## config.mk

```make
export PLATFORM = sky130hd
export DESIGN_NAME = mul_err_sweep_monitor
export DESIGN_NICKNAME = d
export VERILOG_FILES = /design/src/rtl/mul_err_sweep_monitor.sv
export SDC_FILE = /design/constraint.sdc
export NUM_CORES = 1
export LEC_CHECK = 0
export ABC_AREA = 1
export CAP_MARGIN = 20
export CORE_MARGIN = 2
export CORE_UTILIZATION = 63
export CTS_BUF_LIST = sky130_fd_sc_hd__clkbuf_8
export DETAILED_ROUTE_END_ITERATION = 12
export GPL_TIMING_DRIVEN = 1
export PLACE_DENSITY = 0.88
export SYNTH_ARGS = -nofsm -noshare
export SYNTH_HDL_FRONTEND = slang
export SYNTH_SLANG_ARGS = --single-unit
```

## constraint.sdc

```tcl
create_clock -name clk -period 8.45 [get_ports clk]
set_input_delay 1.2675 -clock clk [delete_from_list [all_inputs] [get_ports clk]]
set_output_delay 1.2675 -clock clk [all_outputs]
set_load 0.01 [all_outputs]
```

## src/rtl/mul_err_sweep_monitor.sv

```systemverilog
// rtl/mul_err_sweep_monitor.sv - exhaustive operand sweep and error metrics for an approximate multiplier
//
// Drives every operand pair into an external combinational approximate
// multiplier and compares its product with the exact product. When a sweep
// finishes, the error metrics are held and done is raised.
//
// Ports:
//   clk          rising-edge clock
//   rst          asynchronous active-high reset
//   start        single-cycle sweep request, honoured only in IDLE/DONE
//   op_a, op_b   registered operands to the multiplier
//   approx_in    multiplier product for the current op_a/op_b
//   busy         high while sweeping or draining the pipeline
//   done         high once a sweep is complete, until the next start or rst
//   err_count    number of operand pairs where approx_in != exact
//   max_abs_err  largest |approx - exact|
//   sum_abs_err  sum of |approx - exact| over the sweep
//   worst_a/b    operands at the first occurrence of max_abs_err
module mul_err_sweep_monitor #(
    parameter int W_IN = 6
) (
    input  logic                   clk,
    input  logic                   rst,
    input  logic                   start,
    output logic [W_IN-1:0]        op_a,
    output logic [W_IN-1:0]        op_b,
    input  logic [2*W_IN-1:0]      approx_in,
    output logic                   busy,
    output logic                   done,
    output logic [2*W_IN:0]        err_count,
    output logic [2*W_IN-1:0]      max_abs_err,
    output logic [4*W_IN-1:0]      sum_abs_err,
    output logic [W_IN-1:0]        worst_a,
    output logic [W_IN-1:0]        worst_b
);

    localparam int W_OUT = 2 * W_IN;
    localparam int W_IDX = 2 * W_IN;

    localparam logic [W_IDX-1:0] IDX_LAST = {W_IDX{1'b1}};
    localparam logic [W_IDX-1:0] IDX_ONE  = {{(W_IDX-1){1'b0}}, 1'b1};
    localparam logic [2*W_IN:0]  ERR_ONE  = {{(2*W_IN){1'b0}}, 1'b1};

    typedef enum logic [1:0] {
        S_IDLE  = 2'd0,
        S_SWEEP = 2'd1,
        S_DRAIN = 2'd2,
        S_DONE  = 2'd3
    } state_t;

    state_t state_q, state_d;
    logic   drain_q;          // set once the first DRAIN cycle has elapsed
    logic   start_accept;

    logic [W_IDX-1:0] idx_q;

    // Stage-1 capture of the multiplier result and its reference.
    logic             valid1_q;
    logic [W_OUT-1:0] approx1_q;
    logic [W_OUT-1:0] exact1_q;
    logic [W_IN-1:0]  a1_q;
    logic [W_IN-1:0]  b1_q;

    logic [W_OUT-1:0] exact_now;
    logic [W_OUT-1:0] abs_diff;

    // Operands are slices of the registered sweep index.
    assign op_a = idx_q[W_IN-1:0];
    assign op_b = idx_q[W_IDX-1:W_IN];

    assign exact_now = {{W_IN{1'b0}}, op_a} * {{W_IN{1'b0}}, op_b};

    always_comb begin
        abs_diff = '0;
        if (approx1_q >= exact1_q) begin
            abs_diff = approx1_q - exact1_q;
        end else begin
            abs_diff = exact1_q - approx1_q;
        end
    end

    always_ff @(posedge clk or posedge rst) begin
        if (rst) begin
            state_q <= S_IDLE;
            drain_q <= 1'b0;
        end else begin
            state_q <= state_d;
            drain_q <= (state_q == S_DRAIN);
        end
    end

    always_comb begin
        state_d      = state_q;
        start_accept = 1'b0;
        busy         = 1'b0;
        done         = 1'b0;
        case (state_q)
            S_IDLE: begin
                if (start) begin
                    start_accept = 1'b1;
                    state_d      = S_SWEEP;
                end
            end
            S_SWEEP: begin
                busy = 1'b1;
                if (idx_q == IDX_LAST) begin
                    state_d = S_DRAIN;
                end
            end
            S_DRAIN: begin
                busy = 1'b1;
                // Two cycles let the final pair pass both pipeline stages.
                if (drain_q) begin
                    state_d = S_DONE;
                end
            end
            S_DONE: begin
                done = 1'b1;
                if (start) begin
                    start_accept = 1'b1;
                    state_d      = S_SWEEP;
                end
            end
            default: state_d = S_IDLE;
        endcase
    end

    // Sweep index: cleared on an accepted start, counts through SWEEP and
    // wraps to zero on the transition into DRAIN, then holds.
    always_ff @(posedge clk or posedge rst) begin
        if (rst) begin
            idx_q <= '0;
        end else if (start_accept) begin
            idx_q <= '0;
        end else if (state_q == S_SWEEP) begin
            idx_q <= idx_q + IDX_ONE;
        end
    end

    always_ff @(posedge clk or posedge rst) begin
        if (rst) begin
            valid1_q  <= 1'b0;
            approx1_q <= '0;
            exact1_q  <= '0;
            a1_q      <= '0;
            b1_q      <= '0;
        end else begin
            valid1_q  <= (state_q == S_SWEEP);
            approx1_q <= approx_in;
            exact1_q  <= exact_now;
            a1_q      <= op_a;
            b1_q      <= op_b;
        end
    end

    // Stage-2 accumulation. Strict greater-than keeps the earliest worst pair.
    always_ff @(posedge clk or posedge rst) begin
        if (rst) begin
            err_count   <= '0;
            max_abs_err <= '0;
            sum_abs_err <= '0;
            worst_a     <= '0;
            worst_b     <= '0;
        end else if (start_accept) begin
            err_count   <= '0;
            max_abs_err <= '0;
            sum_abs_err <= '0;
            worst_a     <= '0;
            worst_b     <= '0;
        end else if (valid1_q) begin
            if (abs_diff != '0) begin
                err_count <= err_count + ERR_ONE;
            end
            sum_abs_err <= sum_abs_err + {{(2*W_IN){1'b0}}, abs_diff};
            if (abs_diff > max_abs_err) begin
                max_abs_err <= abs_diff;
                worst_a     <= a1_q;
                worst_b     <= b1_q;
            end
        end
    end

endmodule

```

==> flow_metrics.env <==
export IMPL_syn_area_mm2=0.007948
export IMPL_r2r_start="approx1_q[0]"
export IMPL_die_x_um=116.3
export IMPL_root_buffer="clkbuf_8"
export IMPL_syn_to_final_growth_pct=17.49
export IMPL_top_level_ports=90
export IMPL_crit_path_end="max_abs_err[0]"
export IMPL_max_slew_margin=0.2771
export IMPL_ant_nets=0
export IMPL_antenna_found_initial=0
export IMPL_max_freq_mhz=196.0
export IMPL_switching_share=0.4084
export IMPL_syn_nets=1163
export IMPL_power_density_mw_per_mm2=225.4
export IMPL_end_kind="flip-flop"
export IMPL_critPathRequiredTime_ns=8.81
export IMPL_grt_pass1_wl_um=31280
export IMPL_cp_arrival_ns=5.46
export IMPL_track_usage=0.2967
export IMPL_io_buffer_count=89
export IMPL_tns_ns=0
export IMPL_cp_startpoint="approx1_q[0]"
export IMPL_syn_area_per_cell_um2=7.533
export IMPL_cts_setup_buffers=0
export IMPL_place_inst=1290
export IMPL_yosysWarnings=0
export IMPL_grt_pass1_vias=6787
export IMPL_cp_start_kind="flip-flop"
export IMPL_h_tree_depth=4
export IMPL_setup_viol=0
export IMPL_via_per_inst=5.407
export IMPL_via_count=7148
export IMPL_synth_seq_cells=113
export IMPL_cts_hold_buf=0
export IMPL_skew_ns=0.01290
export IMPL_drive_above_1_share=0.05304
export IMPL_synth_distinct_cells=42
export IMPL_cts_repair_resized=0
export IMPL_cp_cell_sequence="inv_1 > ha_1 > inv_1 > fa_1 > inv_1 > nor2_2 > nor2_4 > nand2_2 > nand2_4 > inv_2 > nor2_4 > nand2_1 > nand3_1 > nand2_1 > ha_1 > nand4_1 > nor2_1 > nand2_1 > o2111ai_1 > nand2_1 > nor2_1 > clkinv_1 > o21ai_0"
export IMPL_dieArea_mm2=0.01353
export IMPL_diodes=0
export IMPL_p_switching_mw=0.8596
export IMPL_grt_max_degree=64
export IMPL_clock_sinks=113
export IMPL_finalNetCount=1245
export IMPL_crit_top_cell="nand2_1"
export IMPL_core_mm2=0.01247
export IMPL_utilization=0.7491
export IMPL_r2r_end="max_abs_err[0]"
export IMPL_gp_congestion=0.9171
export IMPL_maxCapViolCount=0
export IMPL_cts_tree="yes"
export IMPL_p_seq_frac=0.356
export IMPL_die_h_um=116.3
export IMPL_clockBufferDepth=2
export IMPL_hold_class="flip-flop to flip-flop"
export IMPL_critPathKind="flip-flop to flip-flop"
export IMPL_yosys_area_top_type="dfrtp_1"
export IMPL_worst_slew_pin_slew_ns=1.080
export IMPL_drt_iter0_drc=712
export IMPL_slowest_stage="nor2_1"
export IMPL_clkPwrFrac=0.242
export IMPL_hpwl_um=14270
export IMPL_finalHoldViolCount=0
export IMPL_initial_core_util=0.6376
export IMPL_period_share=0.6039
export IMPL_wl_um=18930
export IMPL_num_rows=41
export IMPL_p_comb_frac=0.401
export IMPL_rrSetupSlack_ns=3.35
export IMPL_drv_slew=0
export IMPL_yosys_area_top_type_share=0.3558
export IMPL_clk_latency_ns=0.45
export IMPL_numCtsBuffers=17
export IMPL_synth_area_leaders="dfrtp_1, nand2_1, ha_1"
export IMPL_grt_remaining_overflow=0
export IMPL_slowest_delay_ns=0.95
export IMPL_status="finished clean"
export IMPL_grt_setup_unrepaired="no"
export IMPL_p_total_mw=2.105
export IMPL_finalNonFillerCells=1322
export IMPL_synthCells=1055
export IMPL_dr_pass1_iters=5
export IMPL_fillCellCount=945
export IMPL_p_leak_nw=4.996
export IMPL_ys_seq_area_frac=0.3558
export IMPL_avgRoutedWirePerCell_um=14.32
export IMPL_drc=0
export IMPL_r2r_cells=23
export IMPL_intPower_mw=1.245
export IMPL_period_minus_slack_ns=5.103
export IMPL_worstPathMaxFanout=16
export IMPL_clk_pin_slew_ns=0.07
export IMPL_vdd_ir_drop_max_mv=0.1966
[cell families after synthesis]
logic type | synth area share
simple gates | 0.2651
buf+inv | 0.1037
compound gates | 0.09021
flops | 0.3558
fa+ha+maj | 0.1653
xor+xnor | 0.01984
[worst max-delay path, delay by kind of cell, from the launching register on]
kind / cells / cell delay [ns]
adders and majority gates: 3 / 0.92
DFF: 1 / 0.38
buffers and inverters: 5 / 0.87
and+or+nand+nor: 13 / 2.45
AOI/OAI and AO/OA: 2 / 0.39
[flip-flops by register name (all words and copies together) (netlist names), 6 cells and up]
register	flops
a1_q	6
approx1_q	12
b1_q	6
err_count	13
exact1_q	12
idx_q	12
max_abs_err	12
sum_abs_err	24
worst_a	6
worst_b	6
[final cells by class]
| type | instances | area, um^2 | area share |
|---|---|---|---|
| clock buffer | 19 | 261.5 | 0.02800 |
| clock inverter | 13 | 138.9 | 0.01487 |
| inverter | 184 | 693.2 | 0.07423 |
| multi-input combinational | 730 | 4295 | 0.4600 |
| sequential | 113 | 2828 | 0.3028 |
| tap | 172 | 215.2 | 0.02305 |
| timing repair buffer | 91 | 905.9 | 0.09701 |
[placed cells by master, fill, tap and decap left out, types with 16 or more instances in the layout]
master / count
ha_1: 73
clkbuf_8: 19
nor2_1: 51
inv_1: 180
a21oi_1: 57
nand2_1: 303
clkdlybuf4s50_1: 89
o21ai_0: 50
fa_1: 20
dfrtp_1: 113
nand3_1: 74
nor3_1: 16
[stage by stage]
step,setup slack [ns],hold slack [ns],cell area [um^2]
4_1_cts,3.441,0.4539,9338
3_3_place_gp,3.663,0.4215,8937
5_1_grt,2.923,0.4867,9338
3_5_place_dp,3.454,0.4275,8937
2_1_floorplan,4.195,0.4183,7948
6_report,3.347,0.4517,9338
[synth_stat cells]
| cell | number |
|---|---|
| o21bai_1 | 3 |
| a21oi_1 | 57 |
| clkinv_1 | 2 |
| o22ai_1 | 10 |
| dfrtp_1 | 113 |
| o41ai_1 | 1 |
| o21ai_2 | 1 |
| nand2_1 | 303 |
| o21ai_0 | 50 |
| nor3_1 | 16 |
| a21boi_0 | 2 |
| o31ai_1 | 1 |
| a21oi_2 | 2 |
| nand2_2 | 9 |
| o221ai_1 | 1 |
| nand3_4 | 2 |
| nor4_1 | 2 |
| nand3_1 | 74 |
| nand3_2 | 1 |
| nand2_4 | 2 |
| inv_2 | 3 |
| and2_1 | 2 |
| nand4_1 | 14 |
| buf_2 | 2 |
| nor2_4 | 4 |
| xnor2_1 | 4 |
| o21a_1 | 1 |
| fa_1 | 20 |
| clkbuf_1 | 23 |
| a21o_1 | 1 |
| inv_1 | 179 |
| and3_1 | 1 |
| o2111ai_1 | 1 |
| nor3b_1 | 2 |
| or2_2 | 1 |
| nor2_2 | 3 |
| ha_1 | 73 |
| a31oi_1 | 1 |
| buf_6 | 2 |
| buf_8 | 1 |
| nor2_1 | 51 |
| xor2_1 | 14 |
[per-layer routing]
layer,GRT usage,part of all wire
met1,0.3706,0.41
met2,0.5062,0.49
met3,0.05397,0.058
met4,0.1302,0.032
met5,0,0
[worst min-delay path by stage]
stage	from	end	slack, ns	depth (start not counted)
2_1_floorplan	a1_q[0]	worst_a[0]	0.42	2
3_3_place_gp	b1_q[0]	worst_b[0]	0.42	2
3_5_place_dp	a1_q[4]	worst_a[4]	0.43	2
4_1_cts	b1_q[0]	worst_b[0]	0.45	2
5_1_grt	b1_q[4]	worst_b[4]	0.49	2
6_report	b1_q[0]	worst_b[0]	0.45	2
[power by group through the flow]
stage                     logic [mW]  registers, mW  clock network [mW]
after detailed placement       0.833          0.756                   0
final                          0.845          0.750               0.510
after global routing           0.948          0.759               0.542
after floorplan                0.530          0.739                   0
after CTS                      0.838          0.747               0.515
after global placement         0.809          0.751                   0
No activity file was read; power rests on OpenSTA's default activity.
